==> config.mk <==
export PLATFORM = sky130hd
export DESIGN_NAME = cheat_loader_flat
export DESIGN_NICKNAME = d
export VERILOG_FILES = /design/src/rtl/cheat_loader_if.sv /design/src/rtl/cheat_loader.sv /design/src/flat_wrapper.sv
export SDC_FILE = /design/constraint.sdc
export NUM_CORES = 1
export LEC_CHECK = 0
export ABC_AREA = 1
export BUFFER_PORTS_ARGS = -buffer_cell sky130_fd_sc_hd__buf_2
export CELL_PAD_IN_SITES_DETAIL_PLACEMENT = 1
export CELL_PAD_IN_SITES_GLOBAL_PLACEMENT = 2
export CORE_UTILIZATION = 38
export DETAILED_ROUTE_END_ITERATION = 7
export GPL_TIMING_DRIVEN = 0
export HOLD_SLACK_MARGIN = 0.1
export PLACE_DENSITY = 0.95
export SLEW_MARGIN = 20
export SYNTH_ARGS = -nofsm -noshare
export SYNTH_HDL_FRONTEND = slang
export SYNTH_SLANG_ARGS = --single-unit
==> constraint.sdc <==
create_clock -name clk -period 4 [get_ports clk]
set_input_delay 0.2 -clock clk [delete_from_list [all_inputs] [get_ports clk]]
set_output_delay 0.2 -clock clk [all_outputs]
set_load 0.01 [all_outputs]
==> src/rtl/cheat_loader_if.sv <==
// cheat_loader_if: byte-stream download handshake between the ioctl path and the cheat loader
interface cheat_loader_if;
  logic       dl_start;
  logic       dl_done;
  logic       dl_valid;
  logic [7:0] dl_data;
  logic       dl_ready;
  modport master(output dl_start, dl_done, dl_valid, dl_data, input dl_ready);
  modport slave(input dl_start, dl_done, dl_valid, dl_data, output dl_ready);
endinterface

==> src/rtl/cheat_loader.sv <==
// cheat_loader: assembles 16-byte cheat records and strobes them into the matcher.
// Define CHEAT_LE_SWAP_EN to reverse byte order within each 32-bit word.
module cheat_loader #(
  parameter int MAX_CODES = 32,
  parameter int STROBE_CYCLES = 4,
  parameter int CLEAR_CYCLES = 2,
  localparam int CCW = $clog2(MAX_CODES + 1)
) (
  input  logic           clk,
  input  logic           reset_n,
  cheat_loader_if.slave  dl,
  output logic [128:0]   code,
  output logic           codes_clear,
  output logic [CCW-1:0] code_count,
  output logic           busy,
  output logic           overflow,
  output logic           err_partial
);
  localparam logic [2:0] IDLE = 3'd0, CLEAR = 3'd1, COLLECT = 3'd2, SETUP = 3'd3, HIGH = 3'd4, LOW = 3'd5;
  localparam int PM = STROBE_CYCLES > CLEAR_CYCLES ? STROBE_CYCLES : CLEAR_CYCLES;
  localparam int PW = $clog2(PM);
  localparam logic [PW-1:0] S_END = PW'(STROBE_CYCLES - 1);
  localparam logic [PW-1:0] C_END = PW'(CLEAR_CYCLES - 1);
  logic [2:0]    state;
  logic [PW-1:0] cnt;
  logic [3:0]    bc, bc_nx;
  logic [127:0]  rec, rec_nx, rec_out;
  logic          done_pend, acc, last, done;
  logic [6:0]    lo;
`ifdef CHEAT_LE_SWAP_EN
  assign lo = {~bc[3:2], bc[1:0], 3'b000};
`else
  assign lo = {~bc, 3'b000};
`endif
  assign acc = state == COLLECT && dl.dl_valid;
  assign bc_nx = bc + {3'b000, acc};
  assign last = acc && bc == 4'd15;
  assign done = dl.dl_done | done_pend;
  assign dl.dl_ready = state == COLLECT;
  assign codes_clear = state == CLEAR;
  assign busy = state != IDLE;
  assign code = {state == HIGH, rec_out};
  always_comb begin
    rec_nx = rec;
    if (acc) rec_nx[lo +: 8] = dl.dl_data;
  end
  always_ff @(posedge clk or negedge reset_n) begin
    if (!reset_n) begin
      state <= IDLE;
      cnt <= '0;
      bc <= '0;
      rec <= '0;
      rec_out <= '0;
      code_count <= '0;
      overflow <= 1'b0;
      err_partial <= 1'b0;
      done_pend <= 1'b0;
    end else if (dl.dl_start) begin
      state <= CLEAR;
      cnt <= '0;
      bc <= '0;
      rec <= '0;
      rec_out <= '0;
      code_count <= '0;
      overflow <= 1'b0;
      err_partial <= 1'b0;
      done_pend <= 1'b0;
    end else begin
      case (state)
        IDLE: ;
        CLEAR: begin
          cnt <= cnt == C_END ? '0 : cnt + 1'b1;
          if (cnt == C_END) state <= COLLECT;
        end
        COLLECT: begin
          rec <= rec_nx;
          bc <= bc_nx;
          done_pend <= 1'b0;
          if (last && code_count < CCW'(MAX_CODES)) begin
            state <= SETUP;
            rec_out <= rec_nx;
            done_pend <= dl.dl_done;
          end else begin
            if (last) overflow <= 1'b1;
            if (done) begin
              state <= IDLE;
              bc <= '0;
              if (bc_nx != 4'd0) err_partial <= 1'b1;
            end
          end
        end
        default: begin
          if (dl.dl_done) done_pend <= 1'b1;
          cnt <= cnt == S_END ? '0 : cnt + 1'b1;
          if (cnt == S_END) begin
            state <= state == SETUP ? HIGH : state == HIGH ? LOW : COLLECT;
            if (state == SETUP) code_count <= code_count + 1'b1;
          end
        end
      endcase
    end
  end
endmodule

==> src/flat_wrapper.sv <==
// flat-port wrapper written by rule: the top's interface ports become plain ports
module cheat_loader_flat 
#(
  parameter int MAX_CODES = 32,
  parameter int STROBE_CYCLES = 4,
  parameter int CLEAR_CYCLES = 2,
  localparam int CCW = $clog2(MAX_CODES + 1)
)
  (clk, reset_n, code, codes_clear, code_count, busy, overflow, err_partial, dl_dl_start, dl_dl_done, dl_dl_valid, dl_dl_data, dl_dl_ready);
  cheat_loader_if dl_i ();
  input  logic clk;
  input  logic reset_n;
  output logic [128:0] code;
  output logic codes_clear;
  output logic [CCW-1:0] code_count;
  output logic busy;
  output logic overflow;
  output logic err_partial;
  input wire logic [$bits(dl_i.dl_start)-1:0] dl_dl_start;
  input wire logic [$bits(dl_i.dl_done)-1:0] dl_dl_done;
  input wire logic [$bits(dl_i.dl_valid)-1:0] dl_dl_valid;
  input wire logic [$bits(dl_i.dl_data)-1:0] dl_dl_data;
  output wire logic [$bits(dl_i.dl_ready)-1:0] dl_dl_ready;
  assign dl_i.dl_start = dl_dl_start;
  assign dl_i.dl_done = dl_dl_done;
  assign dl_i.dl_valid = dl_dl_valid;
  assign dl_i.dl_data = dl_dl_data;
  assign dl_dl_ready = dl_i.dl_ready;
  cheat_loader #(.MAX_CODES(MAX_CODES), .STROBE_CYCLES(STROBE_CYCLES), .CLEAR_CYCLES(CLEAR_CYCLES)) u_core (.clk(clk), .reset_n(reset_n), .dl(dl_i), .code(code), .codes_clear(codes_clear), .code_count(code_count), .busy(busy), .overflow(overflow), .err_partial(err_partial));
endmodule
-- Word-level counts from Yosys, hierarchy flattened
Cells that the tools add are included.
- word-level logic and storage cells: 96
- output and inout bits: 140
- input port bits: 13
- flip-flop bits (word level): 274
- bitwise operators: 2
- order comparisons: 1
- add/sub/neg operators: 4
- equality and inequality tests: 14
- reduce and logical (&&, ||, !) cells: 24
- mux-type cells: 40
- shift operators: 2
- operators by type and width (operator ; count):
    $mux W128 ; 6
    $bwmux W128 ; 1
    $shift A8 B9 Y128 const A ; 1
    $shiftx A8 B9 Y128 ; 1
    $mux W6 ; 4
    $mux W3 ; 7
    $mux W4 ; 4
    $reduce_bool A2 Y1 ; 7
    $mux W1 ; 12
    $neg A7 Y9 ; 1
    $pmux W3 S3 ; 1
    $reduce_and A4 Y1 ; 2
    $reduce_bool A4 Y1 ; 2
    $add A6 B1 Y6 const B ; 1
    $eq A3 B2 Y1 const B ; 2
    $lt A6 B6 Y1 const B ; 1
    $mux W2 ; 3
    $ne A2 B1 Y1 const B ; 3
    $reduce_and A3 Y1 ; 2
    $reduce_bool A3 Y1 ; 2
    $add A4 B1 Y4 ; 1
    $eq A4 B4 Y1 const B ; 1
    $ne A2 B2 Y1 const B ; 2
    $ne A4 B2 Y1 const B ; 1
    other kinds (15) ; 19

-- Depth between registers and ports, before layout
- depth after elaboration: 9
- gate-level depth with buffers: 13
- gate-level depth less buffers: 12

-- Worst setup path before layout
No wires, ideal clock.
- path kind: register to register
- start point: reg u_core.bc[0]
- end point: reg u_core.rec_out[51]
- setup slack: 1.488 ns
- data arrival time: 2.394 ns
- stages on the path, launching flop included: 14
- path buffers: 4
- cell sequence: dfrtp_1 > buf_2 > buf_1 > inv_1 > ha_1 > clkbuf_1 > nand3_1 > nor2_1 > buf_2 > nand2_1 > nand2_1 > nand2_1 > nand3_1 > nand2_1
- word-level cells in the longest chain between the ends: 8
- ends and longest elaborated chain (element ; RTL line ; RTL):
    from (decl) ; cheat_loader.sv:26 ; logic [3:0] bc, bc_nx;
    from (signal assigned) ; cheat_loader.sv:77 ; bc <= bc_nx;
    $not A4 Y4 ; cheat_loader.sv:33 ; assign lo = {~bc, 3'b000};
    $neg A7 Y9 ; cheat_loader.sv:45 ; if (acc) rec_nx[lo +: 8] = dl.dl_data;
    $shiftx A8 B9 Y128 or $shift A8 B9 Y128 (tied branches) ; cheat_loader.sv:45 ;
    $bwmux W128 ; cheat_loader.sv:45 ;
    $mux W128 ; cheat_loader.sv:45 ;
    $mux W128 ; cheat_loader.sv:79 ; if (last && code_count < CCW'(MAX_CODES)) begin
    $mux W128 ; cheat_loader.sv:69 ; case (state)
    $mux W128 ; cheat_loader.sv:58 ; end else if (dl.dl_start) begin
    to (signal assigned) ; cheat_loader.sv:81 ; rec_out <= rec_nx;
    to (decl) ; cheat_loader.sv:27 ; logic [127:0] rec, rec_nx, rec_out;
Several ways; a longest one is shown, not always the timed one. The select of a mux whose other input is x is not followed.
A chain may end at the register's enable or synchronous reset.

-- Worst setup path in the final report
- start point: reg u_core.bc[0]
- end point: reg u_core.rec_out[50]
The elaborated chain is that of the path after synthesis.

==> results.json <==
{
  "syn_area_um2": 12500,
  "ir_drop_mv": 0.319,
  "drive_gt1_share_pct": 16.0,
  "clkTransAtPathRegs_ns": 0.06,
  "start_util_pct": 38.6,
  "area_growth_pct": 19.9,
  "antenna_left": 0,
  "grt_first_pass_wirelength_mm": 64.0,
  "p_int_w": 0.00471,
  "dominantRegCellSynth": "dfrtp_1",
  "register_area_um2": 6860,
  "met2_usage_pct": 41.3,
  "clockBufferDepth": 3,
  "cts-root-buf": "clkbuf_16",
  "clock-sinks": 274,
  "fin_crit_sh_pct": 86.2,
  "synth-seq-cells": 274,
  "critical_path_required_ns": 4.48,
  "cts_resized": 0,
  "path_buf_inv": 5,
  "drt_iter0_markers": 743,
  "viasPerCell": 5.13,
  "p_leak_nw": 8.89,
  "core_um2": 32500,
  "synthArstFlopShare_pct": 100,
  "synth_top_area_share_pct": 54.7,
  "setup_viol": 0,
  "crit_path_top_delay_cell": "clkbuf_1",
  "overflow": 0,
  "ys_seq_area_share_pct": 54.7,
  "use_met3_pct": 3.57,
  "multiInputGateArea_um2": 4480,
  "max-cap-violations": 0,
  "r2r_slack_ns": 0.55,
  "mostFrequentLayoutCells": "526 x nand2_1, 274 x dfrtp_1, 188 x inv_1",
  "antenna_found_initial": 0,
  "cp_cell_sequence": "buf_2, buf_1, inv_1, ha_1, clkbuf_1, nand3_1, nor2_1, buf_2, nand2_1, nand2_1, nand4_1, nand2_1",
  "synth_nets": 1515,
  "cts_setup_buffers": 0,
  "grt-busiest-layer": "met2",
  "grt_pass1_vias": 11500,
  "synthCells": 1493,
  "wirelength_mm": 40.4,
  "wl_per_cell_um": 18.8,
  "synth_top_area_cell": "dfrtp_1",
  "synth_cell_types": 33,
  "fin_crit_ns": 3.45,
  "rsz0062_at_grt": "no",
  "p_switching_w": 0.00165,
  "gp_congestion": 0.931,
  "preCtsSetupSlack_ns": 0.688,
  "final_util_pct": 46.2,
  "fin_ws_ns": 0.551,
  "dp.cells": 2089,
  "max_stage_delay_ns": 0.45,
  "cp_max_fo": 10,
  "instances_no_fill": 2150,
  "powerDensity_nw_per_um2": 423,
  "status": "finished clean",
  "worstSetupPathType": "reg2reg",
  "clock_skew_ns": 0.00695,
  "grt.total_usage_pct": 24.6,
  "combPwrFrac_pct": 9.5,
  "fp.dieArea_um2": 33700,
  "h-tree-depth": 1,
  "fp.dieH_um": 184,
  "die_x_um": 184,
  "met1_usage_pct": 32.8,
  "drc": 0,
  "clk_latency_ns": 0.55,
  "avgSynthCellArea_um2": 8.40,
  "cp-start-kind": "flip-flop",
  "p_clk_share_pct": 45.5,
  "hold_class": "in2reg",
  "worst_pin_slew_ns": 0.765,
  "sw_frac_of_total_pct": 25.9,
  "io_buffer_count": 151,
  "first_pass_iters": 5,
  "final_nets": 1707,
  "crit_path_end_kind": "flip-flop",
  "cts_tree": "done",
  "hpwl_mm": 28.4,
  "critPathTopFamily": "buffers and inverters",
  "n_antenna_cell": 0,
  "timing.slew.headroom_pct": 48.7,
  "hold_viol": 0,
  "synth_edf_count": 0,
  "vias": 11000,
  "fmax_mhz": 290,
  "numCtsBuffers": 30,
  "fill_cells": 3968,
  "layout_commonest_cell": "nand2_1",
  "yosysWarnings": 0,
  "drv_slew": 0,
  "synth_area_leaders": "dfrtp_1 55%, nand2_1 16%, inv_1 5.6%",
  "p_seq_share_pct": 44.9,
  "num_rows": 66,
  "critPathArrivalTime_ns": 3.93,
  "hold_ws_ns": 0.194,
  "cpMostUsedCell": "nand2_1",
  "grt_max_degree": 73,
  "io_pins": 153
}
path summary, 6_finish.rpt:
path,from,endpoint,cells past startpoint
max,u_core.bc[0],u_core.rec_out[50],12
min,dl_dl_start,u_core.code_count[5],3
max reg2reg,u_core.bc[0],u_core.rec_out[50],12
min reg2reg,u_core.rec_out[48],u_core.rec_out[48],2
max in group asynchronous,reset_n,u_core.rec_out[102],4
min in group asynchronous,reset_n,u_core.rec_out[38],2
worst min-delay path, delay by kind of cell:
kind,cells,cell delay (ns)
compound gates,2,0.30
buf+inv,1,0.21
metal layers:
metal	vias to the layer above	routed length (um)	share of wire (%)
li1	5132	-	-
met1	5548	17900	44
met2	277	19400	48
met3	71	1990	4.9
met4	0	1140	2.8
met5	-	0	0
cells by family after synthesis:
family          synth area share, %
simple gates                   32.8
flops                          54.7
buf+inv                        9.60
compound gates                 1.92
fa+ha+maj                     0.898
xor+xnor                      0.140
area by class of cell:
class | instances | area share [%]
Sequential cell | 274 | 45.6
Multi-Input combinational cell | 946 | 29.8
Timing Repair Buffer | 160 | 6.04
Clock buffer | 39 | 5.56
Inverter | 206 | 5.17
Tap cell | 442 | 3.68
Buffer | 67 | 2.85
Clock inverter | 16 | 1.31
metrics by stage:
step	TNS [ns]	total power [W]	area (um^2)
6_report	0	0.00636	15000
5_1_grt	0	0.00659	15000
4_1_cts	0	0.00641	15000
3_5_place_dp	0	0.00350	13900
3_3_place_gp	-686.24	0.00348	13900
2_1_floorplan	0	0.00326	12500
timing repair:
action,CTS,global route
endpoints found under the hold margin,86,0
endpoints found under the setup margin,0,0
hold buffers,6,0
sequential cells by signal, summed over array words and instances (netlist names):
register            cells
u_core.overflow         1
u_core.cnt              2
u_core.done_pend        1
u_core.rec_out        128
u_core.state            3
u_core.code_count       6
u_core.bc               4
u_core.rec            128
u_core.err_partial      1
cell usage after synthesis, types with 3 or more instances:
| library cell | count |
|---|---|
| clkinv_1 | 8 |
| nand2_1 | 526 |
| nand3_1 | 70 |
| and3_1 | 96 |
| nor3_1 | 19 |
| nand3b_1 | 3 |
| clkbuf_1 | 32 |
| buf_6 | 21 |
| nand2_2 | 8 |
| nor2_4 | 4 |
| buf_2 | 9 |
| o21ai_0 | 26 |
| o22ai_1 | 3 |
| nor2_2 | 10 |
| dfrtp_1 | 274 |
| ha_1 | 9 |
| inv_2 | 8 |
| nand4_1 | 112 |
| buf_1 | 3 |
| nor2_1 | 34 |
| a21oi_1 | 13 |
| nand2_4 | 5 |
| inv_1 | 188 |
power by group through the flow:
stage,clock [W],sequential (W),combinational [W]
after floorplan,0,0.00290,0.000357
after global placement,0,0.00291,0.000570
after detailed placement,0,0.00291,0.000593
after CTS,0.00295,0.00286,0.000607
after global routing,0.00305,0.00286,0.000676
final,0.00289,0.00286,0.000607
Note: power is estimated with default switching activity, not from simulation.
